===== src/rtl/cmd_pkg.sv =====
// Shared definitions for the host command responder: opcodes, parser
// states and reply geometry.
package cmd_pkg;

   // Command opcodes carried in the first byte of each packet
   localparam logic [7:0] OP_READ  = 8'h01;
   localparam logic [7:0] OP_WRITE = 8'h02;

   // A read reply is one 32-bit word sent as four bytes, LSB first
   localparam int REPLY_BYTES = 4;
   localparam int CNT_W       = 3;

   // Packet parser states
   typedef enum logic [2:0] {
      ST_IDLE   = 3'd0,
      ST_ADDR   = 3'd1,
      ST_DATA0  = 3'd2,
      ST_DATA1  = 3'd3,
      ST_DATA2  = 3'd4,
      ST_DATA3  = 3'd5,
      ST_RDWAIT = 3'd6
   } parser_state_t;

   // Increment an 8-bit error counter, sticking at 255
   function automatic logic [7:0] sat_inc8(input logic [7:0] v);
      return (v == 8'hFF) ? v : v + 8'd1;
   endfunction

endpackage


===== src/rtl/reply_serializer.sv =====
// Four-byte reply buffer: loads one 32-bit read result and hands it out
// LSB first over the byte handshake, tracking how many bytes remain.
//
// Handshake: o_avail high means o_data holds a valid byte and it stays
// stable until consumed. i_accept is a one-cycle pulse; it consumes the
// current byte only when o_avail is high (otherwise it is ignored) and the
// next byte, or o_avail=0 after the last one, appears in the following cycle.
module reply_serializer
   import cmd_pkg::*;
(
   input  logic                        i_clk,
   input  logic                        i_reset,
   input  logic                        i_load,
   input  logic [8*REPLY_BYTES-1:0]    i_word,
   input  logic                        i_accept,
   input  logic                        i_request_length,
   output logic                        o_avail,
   output logic [7:0]                  o_data,
   output logic                        o_empty,
   output logic [CNT_W-1:0]            o_count,
   output logic [15:0]                 o_length
);

   logic [8*REPLY_BYTES-1:0] r_shift;
   logic [CNT_W-1:0]         r_count;
   logic [15:0]              r_length;
   logic [CNT_W-1:0]         w_count_next;
   logic                     w_take;

   assign w_take = i_accept && (r_count != '0);

   // Pending-byte count after this cycle's load or accept
   always_comb begin
      w_count_next = r_count;
      if (i_load) begin
         w_count_next = CNT_W'(REPLY_BYTES);
      end else if (w_take) begin
         w_count_next = r_count - 1'b1;
      end
   end

   // Byte shift register and pending count; the parser only loads when empty
   always_ff @(posedge i_clk or posedge i_reset) begin
      if (i_reset) begin
         r_shift <= '0;
         r_count <= '0;
      end else begin
         r_count <= w_count_next;
         if (i_load) begin
            r_shift <= i_word;
         end else if (w_take) begin
            r_shift <= {8'h00, r_shift[8*REPLY_BYTES-1:8]};
         end
      end
   end

   // Length snapshot; reflects an accept landing in the same cycle
   always_ff @(posedge i_clk or posedge i_reset) begin
      if (i_reset) begin
         r_length <= '0;
      end else if (i_request_length) begin
         r_length <= 16'(w_count_next);
      end
   end

   assign o_avail  = (r_count != '0);
   assign o_data   = r_shift[7:0];
   assign o_empty  = (r_count == '0);
   assign o_count  = r_count;
   assign o_length = r_length;

endmodule


===== src/rtl/cmd_responder.sv =====
// FPGA-side responder for host register commands. Parses READ/WRITE packets
// from the FX2 command byte stream, drives the 32-bit register bus and
// returns read data through the reply serializer.
module cmd_responder
   import cmd_pkg::*;
#(
   parameter int TIMEOUT_CYCLES = 48000,
   parameter int TIMEOUT_W      = 16
) (
   input  logic          clk,
   input  logic          reset,
   input  logic          cmd_wr,
   input  logic [7:0]    cmd_in,
   output logic          data_avail,
   output logic [7:0]    data,
   input  logic          data_accepted,
   input  logic          request_length,
   output logic [15:0]   length,
   output logic [7:0]    reg_addr,
   output logic [31:0]   reg_wdata,
   output logic          reg_wr,
   output logic          reg_rd,
   input  logic [31:0]   reg_rdata,
   output logic          busy,
   output logic [7:0]    err_count,
   output parser_state_t dbg_state
);

   localparam logic [TIMEOUT_W-1:0] TO_LIMIT = TIMEOUT_W'(TIMEOUT_CYCLES);

   parser_state_t          r_state;
   logic                   r_is_read;
   logic [7:0]             r_reg_addr;
   logic [31:0]            r_reg_wdata;
   logic                   r_reg_wr;
   logic                   r_reg_rd;
   logic [TIMEOUT_W-1:0]   r_timer;
   logic [7:0]             r_err_count;

   logic                   w_load;
   logic                   w_ser_empty;
   logic [CNT_W-1:0]       w_ser_count;

   // reg_rdata is valid the cycle after the reg_rd pulse, i.e. the second
   // RDWAIT cycle, which is exactly when reg_rd has dropped again
   assign w_load = (r_state == ST_RDWAIT) && !r_reg_rd;

   // Packet parser, bus strobes, inter-byte timeout and error counter
   always_ff @(posedge clk or posedge reset) begin
      if (reset) begin
         r_state     <= ST_IDLE;
         r_is_read   <= 1'b0;
         r_reg_addr  <= '0;
         r_reg_wdata <= '0;
         r_reg_wr    <= 1'b0;
         r_reg_rd    <= 1'b0;
         r_timer     <= '0;
         r_err_count <= '0;
      end else begin
         r_reg_wr <= 1'b0;
         r_reg_rd <= 1'b0;
         case (r_state)
            ST_IDLE: begin
               r_timer <= '0;
               if (cmd_wr) begin
                  if (cmd_in == OP_READ || cmd_in == OP_WRITE) begin
                     r_is_read <= (cmd_in == OP_READ);
                     r_state   <= ST_ADDR;
                  end else begin
                     r_err_count <= sat_inc8(r_err_count);
                  end
               end
            end
            ST_RDWAIT: begin
               // Bytes arriving here have no packet to belong to and are dropped
               r_timer <= '0;
               if (!r_reg_rd) begin
                  r_state <= ST_IDLE;
               end
            end
            default: begin
               if (cmd_wr) begin
                  r_timer <= '0;
                  case (r_state)
                     ST_ADDR: begin
                        r_reg_addr <= cmd_in;
                        if (!r_is_read) begin
                           r_state <= ST_DATA0;
                        end else if (w_ser_empty) begin
                           r_reg_rd <= 1'b1;
                           r_state  <= ST_RDWAIT;
                        end else begin
                           // Previous reply still draining: refuse the read
                           r_err_count <= sat_inc8(r_err_count);
                           r_state     <= ST_IDLE;
                        end
                     end
                     ST_DATA0: begin
                        r_reg_wdata <= {cmd_in, r_reg_wdata[31:8]};
                        r_state     <= ST_DATA1;
                     end
                     ST_DATA1: begin
                        r_reg_wdata <= {cmd_in, r_reg_wdata[31:8]};
                        r_state     <= ST_DATA2;
                     end
                     ST_DATA2: begin
                        r_reg_wdata <= {cmd_in, r_reg_wdata[31:8]};
                        r_state     <= ST_DATA3;
                     end
                     ST_DATA3: begin
                        r_reg_wdata <= {cmd_in, r_reg_wdata[31:8]};
                        r_reg_wr    <= 1'b1;
                        r_state     <= ST_IDLE;
                     end
                     default: begin
                        r_state <= ST_IDLE;
                     end
                  endcase
               end else if (r_timer == TO_LIMIT) begin
                  // Host went quiet mid-packet: abandon it without a strobe
                  r_timer     <= '0;
                  r_err_count <= sat_inc8(r_err_count);
                  r_state     <= ST_IDLE;
               end else begin
                  r_timer <= r_timer + 1'b1;
               end
            end
         endcase
      end
   end

   reply_serializer u_reply (
      .i_clk            (clk),
      .i_reset          (reset),
      .i_load           (w_load),
      .i_word           (reg_rdata),
      .i_accept         (data_accepted),
      .i_request_length (request_length),
      .o_avail          (data_avail),
      .o_data           (data),
      .o_empty          (w_ser_empty),
      .o_count          (w_ser_count),
      .o_length         (length)
   );

   assign reg_addr  = r_reg_addr;
   assign reg_wdata = r_reg_wdata;
   assign reg_wr    = r_reg_wr;
   assign reg_rd    = r_reg_rd;
   assign err_count = r_err_count;
   assign busy      = (r_state != ST_IDLE) || (w_ser_count != '0);
   assign dbg_state = r_state;

endmodule


===== config.mk =====
export PLATFORM = sky130hd
export DESIGN_NAME = cmd_responder
export DESIGN_NICKNAME = d
export VERILOG_FILES = /design/src/rtl/cmd_pkg.sv /design/src/rtl/reply_serializer.sv /design/src/rtl/cmd_responder.sv
export SDC_FILE = /design/constraint.sdc
export NUM_CORES = 1
export LEC_CHECK = 0
export CAP_MARGIN = 20
export CORE_MARGIN = 4
export CORE_UTILIZATION = 49
export DETAILED_ROUTE_END_ITERATION = 8
export HOLD_SLACK_MARGIN = 0.06
export PLACE_DENSITY = 0.83
export SLEW_MARGIN = 25
export SYNTH_ARGS = -nofsm -noshare
export SYNTH_HDL_FRONTEND = slang
export SYNTH_SLANG_ARGS = --single-unit

===== constraint.sdc =====
create_clock -name clk -period 4 [get_ports clk]
set_input_delay 0.6 -clock clk [delete_from_list [all_inputs] [get_ports clk]]
set_output_delay 0.6 -clock clk [all_outputs]
set_load 0.01 [all_outputs]

==> out/qor.txt <==
Status - completed
VDD IR max - 0.545 mV
Shortest period the worst path allows - 2660 ps
Initial DRC count - 203
TritonRoute pass-1 iters - 4
Vias in the first global route - 3372
Initial antenna violation count - 0
Drt drc - 0
Final ANT Viol Nets - 0
I/O pin count - 124
Post-Synth XOR/XNOR Area - 3.90%
Clk Latency, worst-skew pair - 370 ps
Share of the synthesized area in the top cell type - 54.7%
DR vias - 3358
Max-slew headroom - 45.7%
Area of the multi-input gates - 2020 sq um
PnR worst setup slack - 1340 ps
Post-Syn Instances - 418
Max-cap viol count - 0
Crit path max-delay cell type - clkdlybuf4s50_1
Commonest non-fill, non-tap cell in the layout - clkdlybuf4s50_1
Critical path's top delay family - buffers and inverters
CP startpoint kind - flip-flop
GRT Total Usage - 18.9%
Leakage power - 2.75 nW
Hold_buf cts - 0
Hold WS - 499 ps
DP HPWL - 7530 um
Kind of critical path - reg2out
Worst Hold Class - reg2reg
Fmax - 376 MHz
Layout cells sized above 1 - 15.0%
Non-Filler Instances - 653
I/O Buffers - 110
Pwr per Cell Area - 650 nW/um^2
Dominant cell type by area after synthesis - dfrtp_1
Synthesis-to-finish area growth - 26.5%
Unrepaired setup endpoints after global routing - no
Post-CTS sizing - 0
Tcrit/Tclk final - 66.5%
N_diodes - 0
Compound-Gate Fraction of Synth Area - 8.02%
Largest family of logic cells by synthesized area - multiplexers
Gr ovfl total - 0
Num Clock Sinks - 108
Synthesized flop and latch total - 108
Seq/Total Area, Yosys - 54.7%
Hold Vio Cnt, Final - 0
Die X - 108 um
TritonCTS clock tree - built
Die ar. - 11800 sq um
WP data arrival - 2060 ps
Syn Area/Cell - 11.8 sq um
Die height - 108 um
Worst EP required - 3400 ps
CTS clock-pin slew for the worst setup and hold paths - 90 ps
Final Setup Violations - 0
Core ar. - 9820 sq um
Adder-Cell Fraction of Synth Area - 1.27%
H-tree depth - 3
Synth Cell Area - 4940 sq um
CP Cell Sequence - inv_1 -> ha_1 -> nor2b_1 -> clkinv_1 -> clkdlybuf4s50_1
Root buf cell - clkbuf_8
Wirelength per Cell - 15.8 um
Dpl ws - 1190 ps
Clk_skew - 12.0 ps
Ys Warns - 0
Slew Limit Fails - 0
Filler cells - 811
Vias per cell - 5.14
Synth top area cells - dfrtp_1 (55%), mux2_2 (9.8%), mux2i_1 (5.1%)
Post-synthesis mux area share - 15.2%
Buf+Inv Stages, Crit Path - 3
Starting density of the core - 50.3%
Distinct cell type count after synthesis - 48
RePlAce Congestion - 0.788
Row count - 36
First-pass GRT wire length - 17500 um
Slowest stage delay, CP - 550 ps
Postcts setup bufs - 0
Num CTS Buffers - 9
Leading cell types in the layout, fill and taps excluded - clkdlybuf4s50_1 (110), dfrtp_1 (108), mux2_2 (43)
WL final - 10300 um
Nets - 567
Setup tns final - 0 ps
Inst Count DP - 639
Crit path max fanout - 6
CP endpoint kind - output port
Largest net degree at the start of global routing - 61
Worst-Margin Slew - 812 ps
Post-synthesis simple-gate area fraction - 11.4%
CTS Buffer Depth - 2
FF+latch area - 2700 sq um
[kinds of logic after synthesis]
family          after synthesis
flops                       108
simple gates                104
mux                          69
compound gates               60
buf+inv                      49
xor+xnor                     22
fa+ha+maj                     5
other cells                   1
[cells in the mapped netlist (all sizes together)]
library cell    n
a21boi          1
a21oi           8
a22o            9
a311o           1
a311oi          1
a31oi           2
a41oi           1
and2            1
and3            4
and4            2
and4b           1
and4bb          1
buf            32
clkbuf          6
clkinv          1
conb            1
dfrtp         108
ha              5
inv            10
mux2           44
mux2i          25
nand2          41
nand2b          3
nand3          10
nand4           2
nor2           18
nor2b           2
nor3            9
nor3b           2
nor4            3
nor4b           1
o21ai          34
o22ai           1
o32ai           1
o41ai           1
or2             1
or3             3
xnor2           6
xor2           16
[registers in the layout, indices dropped and copies added, names as in the netlist]
signal	flops
reg_addr	8
u_reply.o_length	3
err_count	8
u_reply.r_shift	32
dbg_state	3
reg_rd	1
r_is_read	1
reg_wr	1
r_timer	16
reg_wdata	32
u_reply.o_count	3
[final timing paths]
| check | start | endpoint | slack [ps] | depth (start not counted) |
|---|---|---|---|---|
| max | u_reply.o_count[0]$_DFF_PP0_ | data_avail | 1340 | 5 |
| min | err_count[6]$_DFFE_PP0P_ | err_count[6]$_DFFE_PP0P_ | 500 | 1 |
| max reg2reg | u_reply.o_count[0]$_DFF_PP0_ | u_reply.o_length[1]$_DFFE_PP0P_ | 1490 | 8 |
| min reg2reg | err_count[6]$_DFFE_PP0P_ | err_count[6]$_DFFE_PP0P_ | 500 | 1 |
| max in group asynchronous | reset | reg_wdata[1]$_DFFE_PP0P_ | 2430 | 3 |
| min in group asynchronous | reset | u_reply.r_shift[4]$_DFFE_PP0P_ | 700 | 2 |
[layout make-up]
cell class              count  area share [%]
inverters                  11           0.700
multi-input cells         273            32.3
flip-flops and latches    108            43.2
clock inverters             5            1.02
repair buffers            114            18.1
clock buffers               9            1.98
well taps                 133            2.66
[per-layer routing]
metal	track usage, %	share of wire [%]
met5	0	0
met4	3.97	1.3
met3	6.03	5.3
met2	28.5	48
met1	27.2	45
[power by group]
group	internal, W	leakage [nW]	switching [W]
Combinational	0.000976	1.25	0.000719
Clock	0.000287	0.0918	0.000363
Sequential	0.00143	1.40	0.000292
Total	0.00269	2.75	0.00137
[metrics by stage]
step	instance area, sq um	util (%)	total power [W]
floorplan	4990	-	0.00263
global placement	6060	61.7	0.00338
detailed placement	6060	61.7	0.00344
CTS	6250	63.6	0.00411
global route	6250	63.7	0.00435
finish	6250	63.7	0.00407
Power figures use the tool's default switching activity.
